$ cat config.mk
export PLATFORM = sky130hd
export DESIGN_NAME = pcie_rx_ingress
export DESIGN_NICKNAME = d
export VERILOG_FILES = /design/src/rtl/pcie_rx_pkg.sv /design/src/rtl/pcie_rx_fifo.sv /design/src/rtl/pcie_rx_ingress.sv
export SDC_FILE = /design/constraint.sdc
export NUM_CORES = 1
export LEC_CHECK = 0
export ABC_CLOCK_PERIOD_IN_PS = 22300
export CELL_PAD_IN_SITES_DETAIL_PLACEMENT = 2
export CELL_PAD_IN_SITES_GLOBAL_PLACEMENT = 2
export CORE_MARGIN = 3
export CORE_UTILIZATION = 47
export CTS_BUF_LIST = sky130_fd_sc_hd__clkbuf_4 sky130_fd_sc_hd__clkbuf_8
export DETAILED_ROUTE_END_ITERATION = 12
export GPL_TIMING_DRIVEN = 0
export PLACE_DENSITY_LB_ADDON = 0.1
export SLEW_MARGIN = 20
export SYNTH_ARGS = -nofsm -noshare
export SYNTH_HDL_FRONTEND = slang
export SYNTH_SLANG_ARGS = --single-unit
$ cat constraint.sdc
create_clock -name pcie_clk -period 22.3 [get_ports pcie_clk]
set_clock_uncertainty 0.15 [all_clocks]
set_input_delay 4.46 -clock pcie_clk [delete_from_list [all_inputs] [get_ports pcie_clk]]
set_output_delay 4.46 -clock pcie_clk [all_outputs]
set_load 0.02 [all_outputs]
$ cat src/rtl/pcie_rx_pkg.sv
// Shared types for the PCIe TRN receive path: the beat entry and the framing states.
package pcie_rx_pkg;

    localparam int RX_BEAT_W = 82;

    typedef struct packed {
        logic [63:0] rd;
        logic [7:0]  rrem_n;
        logic        rsof_n;
        logic        reof_n;
        logic        rerrfwd_n;
        logic [6:0]  rbar_hit_n;
    } rx_beat_t;

    typedef enum logic {
        IDLE,
        IN_PKT
    } rx_frm_state_t;

endpackage

$ cat src/rtl/pcie_rx_fifo.sv
// Generic synchronous show-ahead FIFO with occupancy count.
// Latency: a written entry is at the head on the next cycle (no bypass).
// Backpressure: writer must respect count; a write while full trips an assertion.
module pcie_rx_fifo #(
    parameter int W     = 82,
    parameter int DEPTH = 8,
    localparam int AW   = $clog2(DEPTH)
) (
    input  logic          pcie_clk,
    input  logic          rst_n,
    input  logic          wr_vld,
    input  logic [W-1:0]  wr_dat,
    output logic          rd_vld,
    input  logic          rd_rdy,
    output logic [W-1:0]  rd_dat,
    output logic [AW:0]   count
);

    logic [W-1:0] mem [DEPTH];
    logic [AW:0]  wr_ptr;
    logic [AW:0]  rd_ptr;
    logic [W-1:0] last_dat;
    logic         rd_en;
    logic         full;

    assign rd_vld = (count != '0);
    assign full   = count[AW];
    assign rd_en  = rd_vld & rd_rdy;

    // While empty, hold the last popped head so the outputs stay defined.
    assign rd_dat = rd_vld ? mem[rd_ptr[AW-1:0]] : last_dat;

    always_ff @(posedge pcie_clk) begin
        if (wr_vld) begin
            mem[wr_ptr[AW-1:0]] <= wr_dat;
        end
    end

    always_ff @(posedge pcie_clk) begin
        if (!rst_n) begin
            wr_ptr   <= '0;
            rd_ptr   <= '0;
            count    <= '0;
            last_dat <= '0;
        end else begin
            if (wr_vld) begin
                wr_ptr <= wr_ptr + 1'b1;
            end
            if (rd_en) begin
                rd_ptr   <= rd_ptr + 1'b1;
                last_dat <= mem[rd_ptr[AW-1:0]];
            end
            count <= count + (AW+1)'(wr_vld) - (AW+1)'(rd_en);
        end
    end

    a_no_overflow: assert property (@(posedge pcie_clk) disable iff (!rst_n) !(wr_vld && full));

endmodule

$ cat src/rtl/pcie_rx_ingress.sv
// Elastic TRN RX ingress: framing check, orphan drop, show-ahead FIFO, TLP/error stats.
// Latency: beat accepted at cycle t is presented on rx_* at t+1.
// Backpressure: trn_rdst_rdy_n is a flop driven from registered occupancy, one beat of slack.
module pcie_rx_ingress
    import pcie_rx_pkg::*;
#(
    parameter int DEPTH = 8,
    localparam int AW   = $clog2(DEPTH)
) (
    input  logic         pcie_clk,
    input  logic         rst_n,
    input  logic [63:0]  trn_rd,
    input  logic [7:0]   trn_rrem_n,
    input  logic         trn_rsof_n,
    input  logic         trn_reof_n,
    input  logic         trn_rsrc_rdy_n,
    input  logic         trn_rerrfwd_n,
    input  logic [6:0]   trn_rbar_hit_n,
    output logic         trn_rdst_rdy_n,
    output logic [63:0]  rx_rd,
    output logic [7:0]   rx_rrem_n,
    output logic         rx_rsof_n,
    output logic         rx_reof_n,
    output logic         rx_rerrfwd_n,
    output logic [6:0]   rx_rbar_hit_n,
    output logic         rx_rsrc_rdy_n,
    input  logic         rx_rdst_rdy_n,
    output logic         framing_err,
    output logic [31:0]  stat_tlp_cnt,
    output logic [31:0]  stat_frame_err_cnt,
    output logic [AW:0]  fifo_level
);

    localparam logic [AW:0] RDY_THR = (AW+1)'(DEPTH - 1);

    rx_frm_state_t state_q;
    rx_frm_state_t state_nxt;
    rx_beat_t      beat_in_dat;
    rx_beat_t      head_dat;
    logic          beat_acc;
    logic          beat_wr_vld;
    logic          head_vld;
    logic          tlp_done;
    logic          frm_err;
    logic          sof;
    logic          eof;

    assign beat_acc = ~trn_rsrc_rdy_n & ~trn_rdst_rdy_n;
    assign sof      = ~trn_rsof_n;
    assign eof      = ~trn_reof_n;

    assign beat_in_dat = '{rd:         trn_rd,
                           rrem_n:     trn_rrem_n,
                           rsof_n:     trn_rsof_n,
                           reof_n:     trn_reof_n,
                           rerrfwd_n:  trn_rerrfwd_n,
                           rbar_hit_n: trn_rbar_hit_n};

    always_comb begin
        state_nxt   = state_q;
        beat_wr_vld = 1'b0;
        tlp_done    = 1'b0;
        frm_err     = 1'b0;
        if (beat_acc) begin
            case (state_q)
                IDLE: begin
                    if (sof) begin
                        beat_wr_vld = 1'b1;
                        if (eof) begin
                            tlp_done = 1'b1;
                        end else begin
                            state_nxt = IN_PKT;
                        end
                    end else begin
                        frm_err = 1'b1;
                    end
                end
                IN_PKT: begin
                    // A stray SOF is flagged but still kept: it opens the next TLP.
                    beat_wr_vld = 1'b1;
                    frm_err     = sof;
                    if (eof) begin
                        tlp_done  = 1'b1;
                        state_nxt = IDLE;
                    end
                end
                default: state_nxt = IDLE;
            endcase
        end
    end

    always_ff @(posedge pcie_clk) begin
        if (!rst_n) begin
            state_q            <= IDLE;
            trn_rdst_rdy_n     <= 1'b1;
            framing_err        <= 1'b0;
            stat_tlp_cnt       <= '0;
            stat_frame_err_cnt <= '0;
        end else begin
            state_q        <= state_nxt;
            // Registered level lags one beat; the slot left at DEPTH-1 absorbs that beat.
            trn_rdst_rdy_n <= (fifo_level >= RDY_THR);
            framing_err    <= frm_err;
            if (tlp_done) begin
                stat_tlp_cnt <= stat_tlp_cnt + 32'd1;
            end
            if (frm_err) begin
                stat_frame_err_cnt <= stat_frame_err_cnt + 32'd1;
            end
        end
    end

    pcie_rx_fifo #(
        .W     (RX_BEAT_W),
        .DEPTH (DEPTH)
    ) u_fifo (
        .pcie_clk (pcie_clk),
        .rst_n    (rst_n),
        .wr_vld   (beat_wr_vld),
        .wr_dat   (beat_in_dat),
        .rd_vld   (head_vld),
        .rd_rdy   (~rx_rdst_rdy_n),
        .rd_dat   (head_dat),
        .count    (fifo_level)
    );

    assign rx_rsrc_rdy_n = ~head_vld;
    assign rx_rd         = head_dat.rd;
    assign rx_rrem_n     = head_dat.rrem_n;
    assign rx_rsof_n     = head_dat.rsof_n;
    assign rx_reof_n     = head_dat.reof_n;
    assign rx_rerrfwd_n  = head_dat.rerrfwd_n;
    assign rx_rbar_hit_n = head_dat.rbar_hit_n;

endmodule
# == Yosys cells after proc, flatten, opt, wreduce, memory -nomap -nowiden ==
# Memory sizes are Yosys's and may differ from the RTL's. A register that Yosys moved wholly into a read port is not among the register bits.
# Cells that the tools add are included.
# W data, S select, Z words.
# word_totals
register_bits,161
latch_bits,0
ramBits,656
romBits,0
input_bits,86
out_inout_bits,153
mem_count,1
# mem_list
name,words,width,read_ports,rd_ports_with_merged_regs,wr,line_no,source
u_fifo.mem,8,82,1,1,1,pcie_rx_fifo.sv:19,logic [W-1:0] mem [DEPTH];
# classes
add_sub_neg,6
n_mul,0
div,0
order_cmp,1
n_eq_ne,0
shift,0
mux,18
bitwise,8
n_reduce_logical,1
# ops
op,count
$mux W82,1
$add A32 B1 Y32 const B,2
$mux W1,11
$add A4 B1 Y4 const B,2
$pmux W1 S2,4
$mux W3,2
$not A1 Y1,6
$add A4 B1 Y4,1
$ge A4 B3 Y1 const B,1
$reduce_bool A4 Y1,1
$sub A4 B1 Y4,1
$and A1 B1 Y1,2

# == Logic depth before layout (Yosys ltp) ==
# depth
depth_word,5
ltp_mapped,14
depth_no_buf,12

# == Hierarchy ==
# Synthesis repeated with hierarchy kept, for this count alone.
# hier_totals
cells_unflattened,2140
area_unflattened_um2,33499.6
# by_module_without_submodules
mod,n_inst,cells_per_inst,area_per_inst_um2,seq_area_each_um2
pcie_rx_fifo,1,1755,30200.2,21600.7
pcie_rx_ingress,1,385,3299.4,1341.3

# == Worst setup path before layout ==
# Ideal clock, no wire load.
# synth_path
kind,in2reg
startpoint,in trn_rsof_n
endpoint,"mem u_fifo.mem[0][0], enable pin"
setup_ns,0.623
arrival_time_ns,10.823
required_time_ns,21.527
setup_slack_ns,10.704
path_stages,4
n_path_buf,0
path_cell_list,ha_1 nor3_1 nand2b_1 nor3_1
# synth_via
elab_chain_cells,5
# synth_lines
element,line_no,source
start: declaration,pcie_rx_ingress.sv:14,"input logic trn_rsof_n,"
$mux W1,pcie_rx_ingress.sv:67,if (sof) begin
$pmux W1 S2,pcie_rx_ingress.sv:65,case (state_q)
$mux W1,pcie_rx_ingress.sv:64,if (beat_acc) begin
via beat_wr_vld,pcie_rx_ingress.sv:41,logic beat_wr_vld;
$mux W1,pcie_rx_fifo.sv:34,if (wr_vld) begin
$mux W1 (not written as such),pcie_rx_fifo.sv:35,mem[wr_ptr[AW-1:0]] <= wr_dat;
end: declaration,pcie_rx_fifo.sv:19,
# The timed path passes the listed nets, and every way through them passes these cells.

==> flow_summary.yaml <==
floorplanning:
  die_y_um: 264
  core-area_um2: 66000
  die_area_um2: 69900
  boundaryPins: 239
  fp.dieW_um: 264
  rows: 94
  start_util_pct: 47.5
synth:
  synth.top_cell.area_share_pct: 62.8
  synthCells: 1822
  synth-seq-cells: 818
  synth_edf_count: 656
  syn_nets: 1920
  async_flop_share_pct: 0
  syn_area_um2: 31400
  synth-main-ff-cell: "edfxtp_1"
  synth.area.top_cells: "edfxtp_1 63%, mux4_2 12%, dfxtp_1 10%"
  syn_area_per_cell_um2: 17.2
  synth_most_common_cell: "edfxtp_1"
  synth_largest_area_cell: "edfxtp_1"
  yosysWarnings: 0
  ys_types: 39
  synth.top_cells.by_count: "656 x edfxtp_1, 174 x a21oi_1, 164 x mux4_2"
  ys_seq_area_share_pct: 73.1
clock_tree:
  cts_tree: "done"
  cts_resized: 0
  root_buffer: "clkbuf_8"
  cts_made_buffers: 137
  clkLatencyLatePin_ns: 0.79
  hold_buffers: 0
  htreeDepth: 4
  cts_sinks: 818
  clk_pin_slew_ns: 0.07
  post_cts.repair.setup_buffers: 0
  clock_path_buffers: 3
place:
  io_buffers: 238
  dp.cells: 2980
  gp_congestion: 0.782
  hpwl_mm: 65.7
power:
  total_leakage_power_nw: 12.5
  power_per_cell_area_nw_per_um2: 120
  vdd_drop_max_v: 0.0000743
sta:
  slew_headroom_pct: 26.4
  worst_slew_pin_slew_ns: 1.10
  rsz0062_at_grt: "false"
  fin_crit_ns: 8.84
  fin_tns_setup_ns: 0
  fmax_ghz: 0.113
  finalHoldViolCount: 0
  period_share_pct: 39.6
  drv_slew: 0
  setup-violations-final: 0
grt:
  gr-total-overflow: 0
  grt_max_degree: 20
  antenna_found_initial: 19
  grt_util_all_layers_pct: 29.6
  grt_pass1_wl_mm: 151
  grt_pass1_vias: 21700
min_path:
  hold_path_class: "reg2reg"
finish:
  nets: 2353
  fin_util_pct: 58.6
  final_cells: 3247
  area_growth_pct: 23.3
  layout-drive-gt1-share_pct: 20.5
setup_path:
  worst-path-buf-inv: 3
  crit_path_max_fanout: 10
  cp_top_family: "buffers and inverters"
  startpoint_type: "flop"
  critPathCaptureType: "primary output"
  crit_required_ns: 17.69
  path_cells: "clkbuf_1, clkbuf_1, mux4_2, mux2i_1, a21oi_1, clkdlybuf4s50_1"
  cp.arrival_ns: 4.23
  path_class: "reg2out"
  critPathMaxStageDelay_ns: 0.77
  cpMostUsedCell: "clkbuf_1"
  slowest_stage: "clkbuf_1"
detailed_routing:
  wl_per_cell_um: 31.6
  wirelength_mm: 103
  drc: 0
  postRouteAntennaNets: 0
  drtIter0Drc: 1676
  drt_pass1_iterations: 5
  via_count: 19200
  via_per_inst: 5.92
run_status:
  status: "finished clean"
job:
  cap_viol_max_count: 0
worst register-to-register path: stages (launching register included):
cell      delay (ns)
dfxtp_1         0.39
inv_1           0.09
ha_1            0.23
nand3_1         0.20
inv_1           0.13
nor2_2          0.57
clkbuf_2        0.63
clkbuf_1        0.75
ha_1            0.33
inv_1           0.09
ha_1            0.29
a21o_1          0.17
a21oi_1         0.23
xnor2_1         0.19
nor2_1          0.07
cells in the final DEF (no fill, tap or decap), types with 45 or more instances in the layout:
master and count:
clkdlybuf4s50_1 238, nor2_1 154, edfxtp_1 656, clkbuf_1 73
clkbuf_8 150, dfxtp_1 162, o21ai_0 87, a21oi_1 174
clkbuf_4 45, mux2i_1 84, mux4_2 164
metal layers:
layer | vias to the layer above | track usage (%) | wire [um]
met1 | 10200 | 36.9 | 40400
met3 | 225 | 5.75 | 5320
li1 | 8051 | - | -
met2 | 703 | 50.6 | 53200
met4 | 4 | 13.6 | 3830
met5 | - | 0 | 26
where the power goes:
group / switching, mW / internal, mW
clock network: 0.651 / 0.725
logic: 0.913 / 0.588
registers: 0.0460 / 1.72
total: 1.61 / 3.03
metrics by stage:
| stage | instance area [um2] | power, mW | setup WS (ns) | hold slack, ns |
|---|---|---|---|---|
| finish | 38700 | 4.64 | 13.46 | 0.352 |
| global route | 38700 | 4.81 | 13.36 | 0.395 |
| CTS | 38600 | 4.67 | 13.44 | 0.356 |
| detailed placement | 35900 | 3.26 | 13.21 | 0.346 |
| global placement | 34800 | 3.17 | 3.07 | 0.321 |
| floorplan | 31400 | 2.58 | 10.70 | 0.326 |
state kept, by name (all words and copies together), names as in the netlist, named ones only:
name,count
u_fifo.wr_ptr,3
u_fifo.rd_ptr,3
trn_rdst_rdy_n,1
u_fifo.last_dat,82
state_q,1
u_fifo.count,4
framing_err,1
stat_tlp_cnt,32
u_fifo.mem,656
stat_frame_err_cnt,32
layout make-up:
class                           count  area [um2]
Clock buffer                      195        2400
Antenna cell                       14        35.0
Tap cell                          864        1080
Clock inverter                     58         359
Fill cell                        5583       27300
Timing Repair Buffer              294        3360
Buffer                            104         427
Inverter                           13        48.8
Multi-Input combinational cell    887        8010
Sequential cell                   818       22900
cell families (layout without fill, tap and decap cells):
family          after synthesis  in the layout  share of synthesized area (%)
xor+xnor                     58             58                           1.62
mux                         248            248                           14.5
flops                       818            818                           73.1
fa+ha+maj                    12             12                          0.503
buf+inv                     117            664                           1.50
compound gates              266            266                           4.28
other cells                   0             14                              0
simple gates                303            303                           4.49
worst paths after layout:
check / startpoint / to / slack, ns / depth (start not counted)
worst max register to register: u_fifo.count[2] / u_fifo.count[3] / 17.65 / 14
worst min register to register: stat_tlp_cnt[28] / stat_tlp_cnt[28] / 0.35 / 2
worst max-delay path: flop / rx_rbar_hit_n[6] / 13.46 / 6
worst min-delay path: stat_tlp_cnt[28] / stat_tlp_cnt[28] / 0.35 / 2
No activity file was read; power rests on OpenSTA's default activity.
